[config.mk]
export PLATFORM = sky130hd
export DESIGN_NAME = pe_mac_pipe
export DESIGN_NICKNAME = d
export VERILOG_FILES = /design/src/rtl/pe_mac_pipe.sv
export SDC_FILE = /design/constraint.sdc
export NUM_CORES = 1
export LEC_CHECK = 0
export ABC_AREA = 1
export BUFFER_PORTS_ARGS = -buffer_cell sky130_fd_sc_hd__buf_2
export CAP_MARGIN = 0
export CORE_MARGIN = 3
export CORE_UTILIZATION = 25
export DETAILED_ROUTE_END_ITERATION = 8
export GPL_TIMING_DRIVEN = 0
export HOLD_SLACK_MARGIN = 0.08
export SYNTH_ARGS = -nofsm -noshare
export SYNTH_HDL_FRONTEND = slang
export SYNTH_SLANG_ARGS = --single-unit
[constraint.sdc]
create_clock -name clk -period 3.9 [get_ports clk]
set_input_delay 0.39 -clock clk [delete_from_list [all_inputs] [get_ports clk]]
set_output_delay 0.39 -clock clk [all_outputs]
set_load 0.02 [all_outputs]
[src/rtl/pe_mac_pipe.sv]
// Pipelined signed/unsigned WIDTH x WIDTH multiply-accumulate for the NPU PE.
// Input register, adder-tree level 1, product register, then the accumulate/output register; one stall net freezes all of them.
module pe_mac_pipe #(
  parameter int unsigned WIDTH = 8,
  parameter int unsigned ACC_W = 32
) (
  input  logic               clk,
  input  logic               rst_n,
  input  logic               in_valid,
  output logic               in_ready,
  input  logic [WIDTH-1:0]   a_in,
  input  logic [WIDTH-1:0]   b_in,
  input  logic               signed_mode,
  input  logic               acc_en,
  input  logic               acc_clr,
  output logic               out_valid,
  input  logic               out_ready,
  output logic [2*WIDTH-1:0] p_out,
  output logic [ACC_W-1:0]   acc_out,
  output logic               ovf
);

  localparam int unsigned PW   = 2 * WIDTH;
  localparam int unsigned HALF = WIDTH / 2;

  logic stall_c;

  // S1 input register
  logic             s0_valid, s0_signed, s0_en, s0_clr;
  logic [WIDTH-1:0] s0_a, s0_b;

  // S1 first adder-tree level
  logic             s1_valid, s1_signed, s1_en, s1_clr;
  logic [PW-1:0]    s1_lvl [HALF];
  logic [PW-1:0]    lvl1_c [HALF];

  // S2 full product
  logic             s2_valid, s2_signed, s2_en, s2_clr;
  logic [PW-1:0]    s2_prod;
  logic [PW-1:0]    prod_c;

  // S3 accumulate
  logic [ACC_W-1:0] ext_c, base_c, addend_c, acc_next_c;
  logic [ACC_W:0]   sum_c;
  logic             ovf_new_c;

  assign stall_c  = out_valid & ~out_ready;
  assign in_ready = ~stall_c;

  // Sign-extended rows; the top row carries negative weight in signed mode.
  always_comb begin : pp_level1
    logic [PW-1:0] a_ext;
    logic [PW-1:0] pp [WIDTH];
    a_ext = {PW{s0_signed & s0_a[WIDTH-1]}};
    a_ext[WIDTH-1:0] = s0_a;
    for (int i = 0; i < int'(WIDTH); i++) begin
      pp[i] = s0_b[i] ? (a_ext << i) : '0;
    end
    if (s0_signed) begin
      pp[WIDTH-1] = '0 - pp[WIDTH-1];
    end
    for (int j = 0; j < int'(HALF); j++) begin
      lvl1_c[j] = pp[2*j] + pp[2*j+1];
    end
  end

  // Remaining balanced adder-tree levels, reduced in place.
  always_comb begin : tree_rest
    logic [PW-1:0] t [HALF];
    for (int j = 0; j < int'(HALF); j++) begin
      t[j] = s1_lvl[j];
    end
    for (int s = 1; s < int'(HALF); s = s * 2) begin
      for (int j = 0; j + s < int'(HALF); j = j + 2 * s) begin
        t[j] = t[j] + t[j+s];
      end
    end
    prod_c = t[0];
  end

  // Accumulator next value and overflow of this transaction.
  always_comb begin : acc_calc
    ext_c = {ACC_W{s2_signed & s2_prod[PW-1]}};
    ext_c[PW-1:0] = s2_prod;
    base_c     = s2_clr ? '0 : acc_out;
    addend_c   = s2_en ? ext_c : '0;
    sum_c      = {1'b0, base_c} + {1'b0, addend_c};
    acc_next_c = sum_c[ACC_W-1:0];
    ovf_new_c  = 1'b0;
    if (s2_en) begin
      if (s2_signed) begin
        ovf_new_c = (base_c[ACC_W-1] == ext_c[ACC_W-1]) &&
                    (acc_next_c[ACC_W-1] != base_c[ACC_W-1]);
      end else begin
        ovf_new_c = sum_c[ACC_W];
      end
    end
  end

  always_ff @(posedge clk or negedge rst_n) begin
    if (!rst_n) begin
      s0_valid  <= 1'b0;
      s0_signed <= 1'b0;
      s0_en     <= 1'b0;
      s0_clr    <= 1'b0;
      s0_a      <= '0;
      s0_b      <= '0;
    end else if (!stall_c) begin
      s0_valid  <= in_valid;
      s0_signed <= signed_mode;
      s0_en     <= acc_en;
      s0_clr    <= acc_clr;
      s0_a      <= a_in;
      s0_b      <= b_in;
    end
  end

  always_ff @(posedge clk or negedge rst_n) begin
    if (!rst_n) begin
      s1_valid  <= 1'b0;
      s1_signed <= 1'b0;
      s1_en     <= 1'b0;
      s1_clr    <= 1'b0;
      for (int j = 0; j < int'(HALF); j++) begin
        s1_lvl[j] <= '0;
      end
    end else if (!stall_c) begin
      s1_valid  <= s0_valid;
      s1_signed <= s0_signed;
      s1_en     <= s0_en;
      s1_clr    <= s0_clr;
      for (int j = 0; j < int'(HALF); j++) begin
        s1_lvl[j] <= lvl1_c[j];
      end
    end
  end

  always_ff @(posedge clk or negedge rst_n) begin
    if (!rst_n) begin
      s2_valid  <= 1'b0;
      s2_signed <= 1'b0;
      s2_en     <= 1'b0;
      s2_clr    <= 1'b0;
      s2_prod   <= '0;
    end else if (!stall_c) begin
      s2_valid  <= s1_valid;
      s2_signed <= s1_signed;
      s2_en     <= s1_en;
      s2_clr    <= s1_clr;
      s2_prod   <= prod_c;
    end
  end

  // Output register; bubbles clear out_valid but leave results and accumulator alone.
  always_ff @(posedge clk or negedge rst_n) begin
    if (!rst_n) begin
      out_valid <= 1'b0;
      p_out     <= '0;
      acc_out   <= '0;
      ovf       <= 1'b0;
    end else if (!stall_c) begin
      out_valid <= s2_valid;
      if (s2_valid) begin
        p_out   <= s2_prod;
        acc_out <= acc_next_c;
        ovf     <= s2_clr ? ovf_new_c : (ovf | ovf_new_c);
      end
    end
  end

endmodule

==> results.json, run 1 <==
{
  "drcViolationCount": 0,
  "cap_violations": 0,
  "postSynth.asyncResetShare_pct": 100,
  "cts_buffers": 17,
  "hold_viol": 0,
  "min_period_ns": 3.35,
  "power_mw": 11.2,
  "grt_overflow": 0,
  "cts_num_sinks": 146,
  "seq_power_share_pct": 23.9,
  "status": "finished clean",
  "rsz0062_at_grt": "false",
  "swShare_pct": 49.9,
  "cts_tree": "built",
  "holdBufCountCts": 1,
  "n_antenna_cell": 0,
  "synth_top_area_share_pct": 34.1,
  "clkLatencyLatePin_ns": 0.45,
  "cp.required_ns": 4.20,
  "synth.distinct_cells": 45,
  "ys_ff_latch": 146,
  "grt_max_degree": 81,
  "post-route-util_pct": 29.3,
  "clock_path_buffers": 2,
  "ys_seq_area_share_pct": 34.1,
  "startpoint_type": "register",
  "syn_to_final_growth_pct": 15.4,
  "coreArea_um2": 42100,
  "h-tree-depth": 4,
  "drt_pass1_iterations": 5,
  "cpMaxStageDelayCell": "fa_1",
  "maxSlewHeadroom_pct": 35.1,
  "tightest_slew_ns": 0.970,
  "setup-tns-final_ns": 0,
  "critPathLaunch": "s1_lvl[6]",
  "synthCells": 1491,
  "worst-path-buf-inv": 3,
  "cp.arrival_ns": 3.65,
  "drtIter0Drc": 524,
  "ioPinCount": 74,
  "crit-reg2reg-launch": "s1_lvl[6]",
  "root_buffer": "clkbuf_16",
  "yosysMostFrequentCell": "nand2_1",
  "setup_ws_ns": 0.547,
  "cts_setup_buffers": 0,
  "yosys-top-cells-count": "nand2_1, inv_1, dfrtp_1, o21ai_0, nor2_1",
  "dpl_worst_slack_ns": 0.553,
  "antenna_found_initial": 0,
  "yosysWarnings": 0,
  "fin_nets": 1707,
  "design_area_um2": 12400,
  "vias": 9571,
  "yosys.area.top_type": "dfrtp_1",
  "drive_gt1_share_pct": 11.0,
  "p_clk_share_pct": 14.2,
  "synth.avg_cell_area_um2": 7.18,
  "post_cts_resize_count": 0,
  "place.gp.congestion": 0.903,
  "syn-cell-area_um2": 10700,
  "hp-class": "input pin to register",
  "die_w_um": 213,
  "worstSetupEndpointType": "register",
  "placed_area_um2": 11800,
  "fmax_mhz": 298,
  "p_per_area_nw_per_um2": 904,
  "peakVddDrop_mv": 0.362,
  "port_buffers": 73,
  "grt_first_pass_wirelength_um": 50700,
  "wl_per_cell_um": 14.8,
  "leakagePower_nw": 6.82,
  "synth_area_leaders": "dfrtp_1, nand2_1, ha_1",
  "critPathMaxStageDelay_ns": 0.53,
  "grt_pass1_vias": 9328,
  "initial_utilization_pct": 25.4,
  "routed_wl_um": 31700,
  "skew_ns": 0.0127,
  "crit_top_cell": "inv_1",
  "hp-start": "a_in[2]",
  "dpl.hpwl_um": 24800,
  "netSwitchingPower_mw": 5.58,
  "fp-row-count": 75,
  "cp_top_family": "adder cells",
  "antenna_left": 0,
  "setup_viol": 0,
  "grt.total_usage_pct": 14.4,
  "synth-edff-count": 0,
  "clkTransAtPathRegs_ns": 0.06,
  "p_int_mw": 5.60,
  "dieHeight_um": 213,
  "dieArea_um2": 45400,
  "vias_per_cell": 4.48,
  "finalMaxSlewViolations": 0,
  "path_max_fanout": 5,
  "critical_path_class": "register to register",
  "crit_path_cell_trace": "fa_1, inv_1, fa_1, inv_1, ha_1, nand2_1, nand2_1, a31oi_1, inv_1, a21o_1, a31o_2, or2_2, nand3_1, o21ai_0",
  "syn_nets": 1613,
  "combPwrFrac_pct": 61.9,
  "synthFlopType": "dfrtp_1",
  "finalCritPeriodShare_pct": 86.0
}
==> power groups by stage <==
stage / Clock [mW] / Combinational (mW) / Sequential [mW]
3_3_place_gp: 0 / 6.81 / 2.68
2_1_floorplan: 0 / 4.85 / 2.83
6_report: 1.59 / 6.91 / 2.67
5_1_grt: 1.68 / 7.89 / 2.76
3_5_place_dp: 0 / 6.90 / 2.70
4_1_cts: 1.62 / 6.96 / 2.68
==> cell usage in the layout, fill, tap and decap left out, drive strengths merged, types with 2 or more instances in the layout <==
master,synthesis,routed
a21o,5,5
a21oi,68,68
a22o,2,2
a31oi,13,13
buf,11,85
clkbuf,42,66
clkinv,0,5
clkinvlp,0,3
dfrtp,146,146
fa,26,26
ha,73,73
inv,234,234
nand2,472,472
nand3,59,59
nand4,12,12
nor2,116,116
nor3,6,6
nor4,3,3
o211ai,2,2
o21a,2,2
o21ai,133,133
o21bai,11,11
o22ai,2,2
or2,11,11
xnor2,13,13
xor2,23,23
==> metrics by stage <==
stage | hold slack, ns | std cells
6_report | 0.138 | 2137
5_1_grt | 0.134 | 2137
4_1_cts | 0.117 | 2137
3_5_place_dp | 0.439 | 2104
3_3_place_gp | 0.452 | 2103
2_1_floorplan | 0.0944 | 1491
==> kinds of logic (layout without fill, tap and decap cells) <==
| family | Yosys count | in the layout | share of synthesized area [%] |
|---|---|---|---|
| compound gates | 243 | 243 | 12.4 |
| flops | 146 | 146 | 34.1 |
| xor+xnor | 36 | 36 | 2.94 |
| fa+ha+maj | 99 | 99 | 13.4 |
| simple gates | 680 | 680 | 26.7 |
| buf+inv | 287 | 394 | 10.5 |
==> routing by layer <==
layer / share of wire (%) / vias up / track usage (%)
li1: - / 4882 / -
met1: 48 / 4446 / 20.0
met2: 45 / 214 / 23.5
met3: 4.7 / 29 / 2.31
met4: 1.5 / 0 / 3.28
met5: 0 / - / 0
==> worst paths after layout <==
path	end	slack, ns	cells past startpoint
min in group asynchronous	acc_out[15]	0.52	2
setup / recovery	s2_prod[13]	0.55	14
hold / removal	s0_a[2]	0.14	3
setup reg to reg	s2_prod[13]	0.55	14
hold reg to reg	p_out[5]	0.47	2
max in group asynchronous	s1_lvl[31]	2.52	3
==> layout make-up <==
class,count,area [µm²]
Fill cell,4593,29800
Multi-Input combinational cell,1058,5930
Sequential cell,146,3650
Inverter,234,878
Tap cell,539,674
Clock buffer,24,512
Timing Repair Buffer,75,409
Buffer,53,249
Clock inverter,8,51.3
==> tightest hold or removal path: stages <==
cell and delay, ns:
buf_2 0.08, nand2_1 0.04, nand2_1 0.04
==> flip-flops by register name, summed over array words and instances (netlist names) <==
| register | cells |
|---|---|
| s1_lvl | 52 |
| acc_out | 32 |
| p_out | 16 |
| s2_prod | 16 |
| s0_a | 8 |
| s0_b | 8 |
| out_valid | 1 |
| ovf | 1 |
| s0_clr | 1 |
| s0_en | 1 |
| s0_signed | 1 |
| s0_valid | 1 |
| s1_clr | 1 |
| s1_en | 1 |
| s1_signed | 1 |
| s1_valid | 1 |
| s2_clr | 1 |
| s2_en | 1 |
| s2_signed | 1 |
| s2_valid | 1 |
Power figures use the tool's default switching activity.
==> inputs of run 2 (changes only) <==
--- a/config.mk
+++ b/config.mk
@@ -13,6 +13,7 @@
 export DETAILED_ROUTE_END_ITERATION = 8
 export GPL_TIMING_DRIVEN = 0
 export HOLD_SLACK_MARGIN = 0.08
+export REMOVE_ABC_BUFFERS = 1
 export SYNTH_ARGS = -nofsm -noshare
 export SYNTH_HDL_FRONTEND = slang
 export SYNTH_SLANG_ARGS = --single-unit
==> run 2 against run 1 <==
Against the previous run: critical path depth unchanged; fmax is 1.3% lower; final cell count shrank 2.2%; count of clock-buffer cells in the layout shrank 3; via count fell by 4.8%; worst setup slack got worse by 0.046 ns; critical endpoint unchanged; combinational power decreased by 6.9%; clock skew about the same; register-to-register slack worse by 0.05 ns; first-iteration DRC count is 6.3% higher; critical path type unchanged; power fell by 0.70%; highest routed layer unchanged.
==> results.json, run 2 (synthesized netlist as in run 1, its figures left out) <==
{
  "clkLatencyLatePin_ns": 0.43,
  "skew_ns": 0.0124,
  "cp.required_ns": 4.20,
  "setup_viol": 0,
  "design_area_um2": 12300,
  "coreArea_um2": 42100,
  "antenna_found_initial": 0,
  "p_clk_share_pct": 16.2,
  "grt_overflow": 0,
  "grt_pass1_vias": 8991,
  "drive_gt1_share_pct": 11.3,
  "reg_top3": "s1_lvl: 52 flops, acc_out: 32 flops",
  "port_buffers": 73,
  "crit-reg2reg-launch": "s1_lvl[6]",
  "n_antenna_cell": 0,
  "placed_area_um2": 11600,
  "grt.total_usage_pct": 12.5,
  "swShare_pct": 48.0,
  "vias_per_cell": 4.36,
  "dp.cells": 2055,
  "fp-row-count": 75,
  "setup_ws_ns": 0.501,
  "r2r_end": "s2_prod[13]",
  "finalMaxSlewViolations": 0,
  "cp.arrival_ns": 3.70,
  "tightest_slew_ns": 0.810,
  "leakagePower_nw": 6.80,
  "cap_violations": 0,
  "reg2reg_depth": 14,
  "h-tree-depth": 4,
  "drtIter0Drc": 557,
  "peakVddDrop_mv": 0.390,
  "cts_tree": "built",
  "critical_path_class": "register to register",
  "clkTransAtPathRegs_ns": 0.07,
  "syn_to_final_growth_pct": 15.0,
  "combPwrFrac_pct": 57.9,
  "cts_num_sinks": 146,
  "cts_setup_buffers": 0,
  "hold_viol": 0,
  "place.gp.congestion": 0.861,
  "path_max_fanout": 5,
  "stdcell_count": 2089,
  "maxSlewHeadroom_pct": 45.4,
  "seqCellArea_um2": 3650,
  "layout_common_cells": "nand2_1, inv_1, dfrtp_1",
  "fmax_mhz": 294,
  "worstHoldEndpoint": "s0_clr",
  "vias": 9110,
  "routed_wl_um": 27400,
  "initial_utilization_pct": 25.4,
  "drcViolationCount": 0,
  "finalCritPeriodShare_pct": 87.1,
  "root_buffer": "clkbuf_16",
  "drt_pass1_iterations": 4,
  "antenna_left": 0,
  "reg2reg_slack_ns": 0.50,
  "nFillCells": 4521,
  "worstSetupEndpointType": "register",
  "netSwitchingPower_mw": 5.33,
  "status": "finished clean",
  "holdPathStages": 3,
  "startpoint_type": "register",
  "layout_commonest_cell": "nand2_1",
  "hp-class": "input pin to register",
  "dpl_worst_slack_ns": 0.305,
  "hp-start": "acc_clr",
  "seq_power_share_pct": 25.8,
  "clock_path_buffers": 2,
  "dieArea_um2": 45400,
  "fin_nets": 1659,
  "cts_buffers": 17,
  "p_int_mw": 5.77,
  "largest_reg_flops": 52,
  "grt_max_degree": 93,
  "rsz0062_at_grt": "false",
  "min_period_ns": 3.40,
  "grt_first_pass_wirelength_um": 45600,
  "dieHeight_um": 213,
  "p_per_area_nw_per_um2": 901,
  "dpl.hpwl_um": 20600,
  "die_w_um": 213,
  "wl_per_cell_um": 13.1,
  "multiInputGateArea_um2": 5950,
  "largest-register": "s1_lvl",
  "post-route-util_pct": 29.2,
  "ioPinCount": 74
}
[run 2: cell count changes in the layout (fill, tap and decap cells not counted), sizes merged]
cell,delta
clkbuf,-45
buf,-6
bufinv,+4
clkinv,-1
[run 2: repair_timing]
action                                  4_1_cts  5_1_grt
endpoints found under the setup margin        0        1
hold endpoints to repair                     54        0
hold buffers                                  1        0
gates resized for setup                       0        1
[run 2: worst max-delay path by stage]
| stage | end | from | cells after the start | slack, ns |
|---|---|---|---|---|
| floorplan | acc_out[13] | out_valid | 5 | -2.91 |
| global placement | acc_out[24] | out_ready | 5 | -8.98 |
| detailed placement | acc_out[17] | s2_clr | 10 | 0.30 |
| CTS | acc_out[17] | s2_clr | 10 | 0.30 |
| global route | acc_out[24] | s2_en | 16 | 0.29 |
| finish | s2_prod[13] | s1_lvl[6] | 14 | 0.50 |
[run 2: power groups by stage]
stage | clock network, mW | logic [mW] | registers, mW
after floorplan | 0 | 4.62 | 2.96
after global placement | 0 | 6.30 | 2.89
after detailed placement | 0 | 6.42 | 2.90
after CTS | 1.85 | 6.48 | 2.88
after global routing | 1.91 | 7.45 | 2.98
final | 1.80 | 6.43 | 2.87
[run 2: per-layer routing]
metal	vias up	global-route usage, %	wire [µm]
li1	4792	-	-
met1	4162	17.1	13600
met2	135	21.0	12500
met3	21	2.07	957
met4	0	2.50	249
met5	-	0	0
[run 2: critical path: stages (launching register included)]
cell and delay (ns):
dfrtp_1 0.42, fa_1 0.58, inv_1 0.06, fa_1 0.49, inv_1 0.04, ha_1 0.35, nand2_1 0.10, nand2_1 0.05
a31oi_1 0.24, inv_1 0.13, a21o_1 0.20, a31o_2 0.21, or2_2 0.27, nand3_1 0.06, o21ai_0 0.07
[run 2: final cells by class]
type | instances | share of cell area, %
clock buffer | 21 | 3.74
clock inverter | 11 | 1.44
inverter | 234 | 7.14
multi-input combinational | 1058 | 48.3
sequential | 146 | 29.7
tap | 539 | 5.47
timing repair buffer | 80 | 4.26
[run 2: through the flow]
stage | total power, mW | hold WS (ns) | setup TNS [ns]
6_report | 11.1 | 0.155 | 0
3_3_place_gp | 9.20 | 0.450 | -782.98
5_1_grt | 12.3 | 0.152 | 0
2_1_floorplan | 7.58 | 0.0944 | -224.19
3_5_place_dp | 9.32 | 0.411 | 0
4_1_cts | 11.2 | 0.135 | 0
==> inputs of run 3 (changes only) <==
--- a/config.mk
+++ b/config.mk
@@ -6,11 +6,11 @@
 export NUM_CORES = 1
 export LEC_CHECK = 0
 export ABC_AREA = 1
-export BUFFER_PORTS_ARGS = -buffer_cell sky130_fd_sc_hd__buf_2
 export CAP_MARGIN = 0
 export CORE_MARGIN = 3
 export CORE_UTILIZATION = 25
 export DETAILED_ROUTE_END_ITERATION = 8
+export DONT_BUFFER_PORTS = 1
 export GPL_TIMING_DRIVEN = 0
 export HOLD_SLACK_MARGIN = 0.08
 export REMOVE_ABC_BUFFERS = 1
==> run 3 against run 2 <==
Against the previous run: routed wire length down 0.74%; critical path type unchanged; flip-flop and latch count unchanged; count of clock-buffer cells in the layout down 3; global-route usage up 0.14 points; combinational power down 9.2%; largest power group unchanged; design area down 2.3%.
==> results.json, run 3 (synthesized netlist as in run 1, its figures left out) <==
{
  "status": "finished clean",
  "port_buffers": 0,
  "finalCritPeriodShare_pct": 90.6,
  "fmax_mhz": 283,
  "reg2reg_depth": 10,
  "startpoint_type": "register",
  "worstHoldEndpoint": "s0_b[2]",
  "dp.cells": 1980,
  "clkLatencyLatePin_ns": 0.45,
  "initial_utilization_pct": 25.4,
  "h-tree-depth": 4,
  "power_mw": 10.8,
  "antenna_left": 0,
  "cts_num_sinks": 146,
  "largest-register": "s1_lvl",
  "vias": 8959,
  "peakVddDrop_mv": 0.413,
  "hp-start": "b_in[2]",
  "placed_area_um2": 11200,
  "drt_pass1_iterations": 5,
  "leakagePower_nw": 6.53,
  "p_per_area_nw_per_um2": 899,
  "layout_common_cells": "nand2_1, inv_1, dfrtp_1",
  "stdcell_count": 2029,
  "dpl.hpwl_um": 20300,
  "drive_gt1_share_pct": 6.71,
  "dieHeight_um": 213,
  "clock_path_buffers": 2,
  "post_cts_resize_count": 0,
  "path_max_fanout": 27,
  "crit-reg2reg-launch": "s2_clr",
  "n_antenna_cell": 0,
  "largest_reg_flops": 52,
  "reg2reg_slack_ns": 0.36,
  "setup_ws_ns": 0.365,
  "layout_commonest_cell": "nand2_1",
  "routed_wl_um": 27200,
  "drtIter0Drc": 495,
  "cts_tree": "built",
  "grt_max_degree": 147,
  "design_area_um2": 12000,
  "hold_viol": 0,
  "holdPathStages": 2,
  "fp-row-count": 75,
  "hp-class": "input pin to register",
  "fin_nets": 1600,
  "reg_top3": "s1_lvl: 52 flops, acc_out: 32 flops",
  "dpl_worst_slack_ns": 0.441,
  "coreArea_um2": 42100,
  "dieArea_um2": 45400,
  "die_w_um": 213,
  "skew_ns": 0.0126,
  "place.gp.congestion": 0.871,
  "rsz0062_at_grt": "false",
  "cp.arrival_ns": 3.87,
  "critical_path_class": "register to register",
  "grt_pass1_vias": 8977,
  "clkTransAtPathRegs_ns": 0.07,
  "grt.total_usage_pct": 12.7,
  "finalMaxSlewViolations": 0,
  "maxSlewHeadroom_pct": 26.2,
  "cts_setup_buffers": 0,
  "min_period_ns": 3.54,
  "root_buffer": "clkbuf_16",
  "worstSetupEndpointType": "register",
  "wl_per_cell_um": 13.4,
  "r2r_end": "acc_out[17]",
  "drcViolationCount": 0,
  "cap_violations": 0,
  "antenna_found_initial": 0,
  "vias_per_cell": 4.42,
  "ioPinCount": 74,
  "holdBufCountCts": 18,
  "grt_overflow": 0,
  "cp.required_ns": 4.23,
  "setup_viol": 0,
  "cts_buffers": 17,
  "grt_first_pass_wirelength_um": 45700,
  "tightest_slew_ns": 1.11,
  "syn_to_final_growth_pct": 12.3
}
==> run 3: area by class of cell <==
class                   count  area (µm²)
clock inverters            13         175
clock buffers              18         439
fillers                  4579       30100
well taps                 539         674
inverters                 234         881
repair buffers             21         265
multi-input cells        1058        5950
flip-flops and latches    146        3650
==> run 3: how the worst max path moves through the flow <==
stage                         start     endpoint  depth (start not counted)
after floorplan           out_valid  acc_out[13]                          5
after global placement    out_valid  acc_out[24]                          5
after detailed placement     s2_clr          ovf                         14
after CTS                    s2_clr          ovf                         14
after global routing         s2_clr  acc_out[22]                         15
final                        s2_clr  acc_out[17]                         10
==> run 3: report_power, final <==
group          internal, mW  switching, mW
Clock                  1.03          0.717
Sequential             2.20           1.03
Combinational          2.29           3.56
Total                  5.52           5.31
==> run 3: worst max-delay path: stages, from the launching register on <==
cell	delay [ns]
dfrtp_1	1.07
nor2_1	0.18
ha_1	0.42
nand2_1	0.13
nor2_1	0.25
nand3_1	0.09
o21ai_0	0.62
a21boi_0	0.29
xor2_1	0.21
nand2_1	0.07
o21ai_0	0.07
==> run 3: per-layer routing <==
layer  up-vias  wire (µm)  global-route usage [%]
met5         -          0                       0
met4         0        253                    2.57
met3        17       1240                    3.26
met2       138      12500                    21.0
met1      4137      13200                    16.7
li1       4667          -                       -
==> run 3: through the flow <==
stage / util (%) / TNS [ns] / hold WS [ns]
after detailed placement: 26.6 / 0 / 0.103
after global routing: 28.6 / 0 / 0.0913
after floorplan: - / -224.19 / 0.0944
after global placement: 26.4 / -784.81 / 0.103
after CTS: 28.6 / 0 / 0.0929
final: 28.6 / 0 / 0.108
